## config.mk

```make
export PLATFORM = sky130hd
export DESIGN_NAME = cordic_scheduler
export DESIGN_NICKNAME = d
export VERILOG_FILES = /design/src/rtl/cordic_scheduler.sv
export SDC_FILE = /design/constraint.sdc
export NUM_CORES = 1
export LEC_CHECK = 0
export ABC_AREA = 1
export CAP_MARGIN = 25
export CORE_ASPECT_RATIO = 1.2
export CORE_UTILIZATION = 49
export DETAILED_ROUTE_END_ITERATION = 12
export PLACE_DENSITY = 0.77
export SLEW_MARGIN = 40
export SYNTH_ARGS = -nofsm -noshare
export SYNTH_HDL_FRONTEND = slang
export SYNTH_SLANG_ARGS = --single-unit
```

## constraint.sdc

```tcl
create_clock -name clk -period 3.48 [get_ports clk]
set_input_delay 0.522 -clock clk [delete_from_list [all_inputs] [get_ports clk]]
set_output_delay 0.522 -clock clk [all_outputs]
set_load 0.02 [all_outputs]
```

## src/rtl/cordic_scheduler.sv

```systemverilog
// Two-requester front end sharing one fixed-latency CORDIC pipeline.
// Round-robin, credit-gated issue; results are steered by a tag line into per-requester FWFT FIFOs.

module cordic_resp_fifo #(
  parameter int W     = 8,
  parameter int DEPTH = 4
) (
  input  logic         clk,
  input  logic         reset,
  input  logic         i_wr,
  input  logic [W-1:0] i_wdata,
  input  logic         i_pop,
  output logic         o_valid,
  output logic         o_full,
  output logic [W-1:0] o_rdata
);
  localparam int AW = $clog2(DEPTH);

  logic [W-1:0] r_mem [DEPTH];
  logic [AW:0]  r_wp, r_rp;
  logic         w_we, w_re;

  assign o_valid = (r_wp != r_rp);
  assign o_full  = (r_wp[AW] != r_rp[AW]) && (r_wp[AW-1:0] == r_rp[AW-1:0]);
  assign w_we    = i_wr && !o_full;
  assign w_re    = i_pop && o_valid;
  // Empty FIFO presents zeros rather than stale storage.
  assign o_rdata = o_valid ? r_mem[r_rp[AW-1:0]] : '0;

  always_ff @(posedge clk or negedge reset) begin
    if (!reset) begin
      r_wp <= '0;
      r_rp <= '0;
    end else begin
      if (w_we) r_wp <= r_wp + 1'b1;
      if (w_re) r_rp <= r_rp + 1'b1;
    end
  end

  always_ff @(posedge clk) begin
    if (w_we) r_mem[r_wp[AW-1:0]] <= i_wdata;
  end
endmodule

module cordic_scheduler #(
  parameter int DATA_WIDTH   = 16,
  parameter int FLIP_WIDTH   = 2,
  parameter int PIPE_LATENCY = 6,
  parameter int RESP_DEPTH   = 4
) (
  input  logic                    clk,
  input  logic                    reset,
  input  logic [1:0]              req_valid,
  output logic [1:0]              req_ready,
  input  logic [2*DATA_WIDTH-1:0] req_degree,
  input  logic [2*DATA_WIDTH-1:0] req_x,
  input  logic [2*DATA_WIDTH-1:0] req_y,
  input  logic [2*FLIP_WIDTH-1:0] req_flip,
  input  logic [1:0]              req_arctan,
  output logic [1:0]              resp_valid,
  input  logic [1:0]              resp_ready,
  output logic [2*DATA_WIDTH-1:0] resp_degree,
  output logic [2*DATA_WIDTH-1:0] resp_x,
  output logic [2*DATA_WIDTH-1:0] resp_y,
  output logic [2*FLIP_WIDTH-1:0] resp_flip,
  output logic [1:0]              resp_arctan,
  output logic [DATA_WIDTH-1:0]   pipe_degree,
  output logic [DATA_WIDTH-1:0]   pipe_x,
  output logic [DATA_WIDTH-1:0]   pipe_y,
  output logic [FLIP_WIDTH-1:0]   pipe_flip,
  output logic                    pipe_arctan_en,
  output logic                    pipe_valid,
  input  logic [DATA_WIDTH-1:0]   pipe_degree_out,
  input  logic [DATA_WIDTH-1:0]   pipe_x_out,
  input  logic [DATA_WIDTH-1:0]   pipe_y_out,
  input  logic [FLIP_WIDTH-1:0]   pipe_flip_out,
  input  logic                    pipe_arctan_en_out,
  input  logic                    pipe_valid_out,
  output logic                    busy,
  output logic                    err
);
  localparam int DW = DATA_WIDTH;
  localparam int FW = FLIP_WIDTH;
  localparam int L  = PIPE_LATENCY;
  localparam int CW = $clog2(RESP_DEPTH) + 1;
  localparam int RW = 3*DW + FW + 1;

  logic [1:0][CW-1:0] r_credit;
  logic               r_prio;
  logic               r_id;
  logic               r_err;
  logic [L-1:0]       r_tag_v, r_tag_id;
  logic [1:0]         w_elig, w_pop, w_wr, w_full;
  logic               w_gnt_any, w_gnt_id, w_tag_vo, w_tag_id;
  logic [L:0]         w_tag_v_nxt, w_tag_id_nxt;
  logic [RW-1:0]      w_wdata;
  logic [1:0][RW-1:0] w_rdata;

  // Arbitration: a tie goes to r_prio, a lone eligible requester wins outright.
  always_comb begin
    for (int k = 0; k < 2; k++) w_elig[k] = req_valid[k] && (r_credit[k] != '0);
    w_gnt_any = |w_elig;
    w_gnt_id  = (&w_elig) ? r_prio : w_elig[1];
    req_ready = w_gnt_any ? (2'b01 << w_gnt_id) : 2'b00;
  end

  always_ff @(posedge clk or negedge reset) begin
    if (!reset) begin
      r_prio         <= 1'b0;
      r_id           <= 1'b0;
      pipe_valid     <= 1'b0;
      pipe_degree    <= '0;
      pipe_x         <= '0;
      pipe_y         <= '0;
      pipe_flip      <= '0;
      pipe_arctan_en <= 1'b0;
    end else begin
      pipe_valid <= w_gnt_any;
      if (w_gnt_any) begin
        r_prio         <= ~w_gnt_id;
        r_id           <= w_gnt_id;
        pipe_degree    <= req_degree[int'(w_gnt_id)*DW +: DW];
        pipe_x         <= req_x[int'(w_gnt_id)*DW +: DW];
        pipe_y         <= req_y[int'(w_gnt_id)*DW +: DW];
        pipe_flip      <= req_flip[int'(w_gnt_id)*FW +: FW];
        pipe_arctan_en <= req_arctan[w_gnt_id];
      end
    end
  end

  // Tag line mirrors the pipeline depth so its output lines up with pipe_valid_out.
  assign w_tag_v_nxt  = {r_tag_v, pipe_valid};
  assign w_tag_id_nxt = {r_tag_id, r_id};
  assign w_tag_vo     = r_tag_v[L-1];
  assign w_tag_id     = r_tag_id[L-1];

  always_ff @(posedge clk or negedge reset) begin
    if (!reset) begin
      r_tag_v  <= '0;
      r_tag_id <= '0;
    end else begin
      r_tag_v  <= w_tag_v_nxt[L-1:0];
      r_tag_id <= w_tag_id_nxt[L-1:0];
    end
  end

  assign w_wdata = {pipe_degree_out, pipe_x_out, pipe_y_out, pipe_flip_out, pipe_arctan_en_out};
  assign w_pop   = resp_valid & resp_ready;

  always_ff @(posedge clk or negedge reset) begin
    if (!reset) begin
      for (int k = 0; k < 2; k++) r_credit[k] <= CW'(RESP_DEPTH);
    end else begin
      for (int k = 0; k < 2; k++) begin
        if (req_ready[k] && !w_pop[k])      r_credit[k] <= r_credit[k] - 1'b1;
        else if (!req_ready[k] && w_pop[k]) r_credit[k] <= r_credit[k] + 1'b1;
      end
    end
  end

  always_ff @(posedge clk or negedge reset) begin
    if (!reset) r_err <= 1'b0;
    else        r_err <= r_err | (pipe_valid_out != w_tag_vo) | (|(w_wr & w_full));
  end
  assign err = r_err;

  for (genvar k = 0; k < 2; k++) begin : g_resp
    assign w_wr[k] = w_tag_vo && (w_tag_id == 1'(k));
    cordic_resp_fifo #(.W(RW), .DEPTH(RESP_DEPTH)) u_fifo (
      .clk    (clk),
      .reset  (reset),
      .i_wr   (w_wr[k]),
      .i_wdata(w_wdata),
      .i_pop  (resp_ready[k]),
      .o_valid(resp_valid[k]),
      .o_full (w_full[k]),
      .o_rdata(w_rdata[k])
    );
    assign {resp_degree[k*DW +: DW], resp_x[k*DW +: DW], resp_y[k*DW +: DW],
            resp_flip[k*FW +: FW], resp_arctan[k]} = w_rdata[k];
  end

  assign busy = (|r_tag_v) | pipe_valid | (|resp_valid);
endmodule

```

======== After elaboration in Yosys (flattened, before gate mapping) ========
Memories as Yosys holds them, arrays and structs flattened.
Cells that the tools add are included.
word-level totals
  output and inout port bits .............. 160
  input bits .............................. 160
  bits in registers ....................... 85
  bits in writable memories ............... 408
  logic and storage cells ................. 91
  memories ................................ 2
cells by class
  bitwise logic cells ..................... 8
  add/sub/neg operators ................... 8
  eq/ne operators ......................... 7
  shift operators ......................... 5
  reduce and logical (&&, ||, !) cells .... 29
  multiplexer cells ....................... 14
  magnitude comparators ................... 1
memory list
  memory                  depth  bits a word  rd ports  clocked after Yosys merged registers in  wr ports  line  text
  g_resp[0].u_fifo.r_mem  4      51           1         0                                        1         19    logic [W-1:0] r_mem [DEPTH];
  g_resp[1].u_fifo.r_mem  4      51           1         0                                        1         19
operators by type and width
  cell                                                                          number
  51-bit two-way mux                                                            2
  32-bit by 6-bit indexed part select with 16-bit output                        3
  3-bit by 1-bit adder with 3-bit output, second input constant                 6
  1-bit logical AND                                                             14
  3-bit two-way mux                                                             4
  1-bit two-way mux                                                             7
  1-bit logical NOT                                                             6
  3-bit inequality test                                                         2
  3-bit nonzero test                                                            2
  2-bit OR reduction                                                            3
  6-bit OR reduction                                                            1
  3-bit by 1-bit subtractor with 3-bit output, second input constant            2
  2-bit bitwise AND                                                             2
  2-bit == test                                                                 2
  1-bit bitwise OR                                                              4
  2-bit nonzero test                                                            2
  4-bit by 3-bit indexed part select with 2-bit output                          1
  1-bit inequality test                                                         3
  1-bit by 2-bit less-than comparator with 1-bit output, second input constant  1
  2-bit two-way mux                                                             1
  1-bit NOT                                                                     2
  2-bit AND reduction                                                           1
  1-bit by 1-bit left shift with 2-bit output, first input constant             1

======== Logic depth before layout (Yosys ltp) ========
  word-level depth ........................ 10
  mapped depth ............................ 12
  gate-level depth less buffers ........... 12

======== Cells and area by module ========
From an unflattened synthesis, not the netlist that was laid out.
unflattened totals
  cell total of the unflattened synthesis .. 1892
  area total of the unflattened synthesis .. 20754.9 um^2
modules (own cells, without submodules)
  module            area an instance (um^2)  times used  cells an instance  seq. area each (um^2)
  cordic_resp_fifo  8488.1                   2           714                6276.0
  cordic_scheduler  3778.6                   1           464                1829.3

======== Worst setup path before layout ========
OpenSTA, ideal clock, no wires.
  kind .................................... register -> register
  from .................................... register g_resp[0].u_fifo.r_rp[0]
  to ...................................... memory g_resp[0].u_fifo.r_mem[0][0] in the netlist's numbering (enable)
  required time ........................... 3.020 ns
  setup time .............................. 0.460 ns
  arrival time ............................ 3.195 ns
  slack ................................... -0.175 ns
  buffers on the path ..................... 1
  period minus slack after synthesis ...... 3.655 ns
  stages on the path, launching flop included .. 6
  cells stage by stage .................... dfrtp_1 -> buf_4 -> xnor2_2 -> nand3_1 -> nand2_1 -> nor2_1
on the way
  word-level cells in the longest chain between the ends .. 6
ends and longest elaborated chain
  item                                     line  text
  start: declaration                       20    logic [AW:0] r_wp, r_rp;
  start signal: assignment                 36    if (w_re) r_rp <= r_rp + 1'b1;
  2-bit == test                            24    assign o_full = (r_wp[AW] != r_rp[AW]) && (r_wp[AW-1:0] == r_rp[AW-1:0]);
  1-bit logical AND                        24
  1-bit logical NOT                        25    assign w_we = i_wr && !o_full;
  1-bit logical AND                        25
  1-bit two-way mux                        41    if (w_we) r_mem[r_wp[AW-1:0]] <= i_wdata;
  1-bit two-way mux (implied by the code)  41
  end: declaration                         19
Every way passes these cells.

======== Worst setup path in the final report ========
  from .................................... register g_resp[0].u_fifo.r_rp[0]
  to ...................................... output port busy
on the way
  word-level cells in the longest chain between the ends .. 3
ends and longest elaborated chain
  item                   line  text
  3-bit inequality test  23    assign o_valid = (r_wp != r_rp);
  2-bit OR reduction     183   assign busy = (|r_tag_v) | pipe_valid | (|resp_valid);
  1-bit bitwise OR       183
  end: declaration       79    output logic busy,
Every way passes these cells.

==> flow_metrics.py <==
metrics = {
    "floorplanning": {
        "die_w_um": 189,
        "core_um2": 41000,
        "row_count": 81,
        "io_pins": 320,
        "initial_core_util_pct": 50.1,
        "die_h_um": 226,
        "dieArea_um2": 42800,
    },
    "critical_path": {
        "end_kind": "primary output",
        "arrival_ns": 2.83,
        "crit_path_start_kind": "register",
        "path_class": "reg2out",
        "crit_required_ns": 2.96,
        "crit_path_max_fanout": 27,
    },
    "logic_synthesis": {
        "ys_top_cells_by_count": "408 x edfxtp_1, 319 x nor2_1, 270 x o21ai_0",
        "syn_area_per_cell_um2": 11.0,
        "synthDistinctLibCells": 27,
        "synthArstFlopShare_pct": 17.2,
        "synth_nets": 2041,
        "yosysMostFrequentCell": "edfxtp_1",
        "yosysTopAreaCell": "edfxtp_1",
        "synth_edf_count": 408,
        "synth_seq_cells": 493,
        "synthFlopType": "edfxtp_1",
        "netlist_area_um2": 20500,
        "yosysSeqAreaShare_pct": 70.0,
        "synth_area_leaders": "edfxtp_1 60%, dfrtp_1 10%, o21ai_0 6.6%, nor2_1 5.8%, nand2_1 4.4%",
        "synth_top_area_share_pct": 59.6,
        "synth_cells": 1867,
        "yosys_warnings": 0,
    },
    "grt": {
        "grt.overflow.total": 0,
        "use_met2_pct": 41.5,
        "use_met1_pct": 27.9,
        "global_route.usage.met3_pct": 5.40,
        "busiest_layer": "met2",
        "grt_pass1_wl_um": 78200,
        "track_usage_pct": 23.6,
        "first_global_vias": 14600,
        "grt_max_degree": 105,
        "antenna_found_initial": 1,
    },
    "timing": {
        "max-slew-margin-rel_pct": 51.8,
        "finalWorstSetupSlack_ns": 0.124,
        "rsz0062_at_grt": "false",
        "skew_ns": 0.0103,
        "slew_viol_final": 0,
        "min_period_ns": 3.36,
        "hold_violations": 5,
        "fmax_ghz": 0.298,
        "setup_viol": 0,
        "worst_slew_pin_slew_ns": 0.722,
        "whs_ns": -0.0137,
        "fin_crit_sh_pct": 96.4,
        "timing.setup.tns_ns": 0,
    },
    "cells_and_area": {
        "fin_area_um2": 26000,
        "drive_gt1_share_pct": 5.83,
        "fin_util_pct": 63.3,
        "nets": 2331,
        "syn_to_final_growth_pct": 26.6,
        "fin_cells": 2734,
        "n_fill_cell": 3135,
    },
    "detailed_routing": {
        "routed_wl_um": 49900,
        "num_vias": 14700,
        "wl_per_cell_um": 18.3,
        "drtPass1Iterations": 6,
        "drc_errors": 0,
        "post_drt_via_cell_ratio": 5.36,
        "ant_nets": 0,
        "drt-initial-drc-count": 1144,
    },
    "min_path": {
        "min_path_type": "in2async",
    },
    "power_and_ir_drop": {
        "power.density_nw_per_um2": 1030,
        "p_leak_nw": 10.2,
        "peakVddDrop_mv": 0.674,
        "finalPower_mw": 26.7,
    },
    "run_status": {
        "violations": "negative hold slack",
        "status": "complete, but fails checks",
    },
    "clocking": {
        "clock_latency_ns": 0.56,
        "clkTransAtPathRegs_ns": 0.06,
        "cts.sinks": 493,
        "cts_max_path_buffers": 3,
        "cts_buffers": 47,
        "cts-root-buf": "clkbuf_16",
        "tritoncts": "done",
        "cts_htree_levels": 2,
        "cts_setup_buffers": 0,
    },
    "placed_design": {
        "dp_cells": 2647,
        "dpl-instance-area_um2": 24400,
        "place_ws_ns": 0.417,
        "gp_congestion": 0.848,
        "dpl.hpwl_um": 30900,
        "portBuffers": 319,
    },
    "job": {
        "maxCapViolCount": 0,
    },
}
[cells in the final DEF, fill, tap and decap left out, types with 17 or more instances in the layout]
master | Yosys | routed
buf_12 | 0 | 17
clkbuf_16 | 0 | 48
clkdlybuf4s50_1 | 0 | 316
dfrtp_1 | 83 | 79
edfxtp_1 | 408 | 408
inv_1 | 178 | 178
nand2_1 | 242 | 242
nand3_1 | 170 | 169
nor2_1 | 319 | 311
o21ai_0 | 270 | 268
o21ai_1 | 41 | 43
[power by group]
group          switching (mW)  internal, mW
Combinational            7.98          4.95
Clock                    2.14          3.05
Sequential              0.597          8.03
Total                    10.7          16.0
[worst paths after layout]
| check | slack, ns | from | endpoint | depth (start not counted) |
|---|---|---|---|---|
| max | 0.12 | g_resp[0].u_fifo.r_rp[0] | busy | 5 |
| min | -0.01 | reset | pipe_y[9] | 1 |
| max reg2reg | 0.74 | g_resp[0].u_fifo.r_rp[0] | r_credit[2] | 9 |
| min reg2reg | 0.35 | r_tag_id[3] | r_tag_id[4] | 0 |
| max in group asynchronous | 2.74 | reset | r_credit[2] | 2 |
| min in group clk | 0.35 | r_tag_id[3] | r_tag_id[4] | 0 |
[final cells by class]
cell class	instances	area [um^2]	area share [%]
tap	539	674	2.59
sequential	493	14400	55.4
timing repair buffer	351	3650	14.1
multi-input combinational	1084	5020	19.3
antenna	1	2.50	0.00962
clock inverter	29	335	1.29
inverter	180	683	2.63
clock buffer	57	1230	4.75
[routing by layer]
layer	vias up	wire length, um
met4	0	1710
met1	7030	18500
met5	-	0
li1	6878	-
met2	649	25400
met3	98	4240
[cell families after synthesis]
family | Yosys count | share of synthesized area [%]
fa+ha+maj | 14 | 0.926
simple gates | 739 | 14.7
xor+xnor | 17 | 0.798
buf+inv | 290 | 5.94
flops | 493 | 70.0
compound gates | 314 | 7.67
[worst max-delay path, stage by stage (launching register included)]
cell,delay (ns)
dfrtp_4,0.63
xnor2_2,0.32
nand3_4,0.37
nor2_1,0.30
nand3_1,0.09
clkdlybuf4s50_1,0.56
[state kept, by name, indices dropped and copies added, names as in the netlist]
signal and count:
r_tag_v 6, r_id 1, r_credit 6, pipe_valid 1, pipe_degree 16, pipe_y 16
err 1, pipe_flip 2, r_prio 1, g_resp.u_fifo.r_rp 6, pipe_arctan_en 1, pipe_x 16
r_tag_id 6, g_resp.u_fifo.r_mem 408, g_resp.u_fifo.r_wp 6
[timing repair]
action	4_1_cts	5_1_grt
hold buffers	0	0
gates cloned	0	0
gates resized for setup	2	8
endpoints found under the hold margin	0	0
pin swaps	0	0
setup endpoints to repair	51	72
Power figures use the tool's default switching activity.
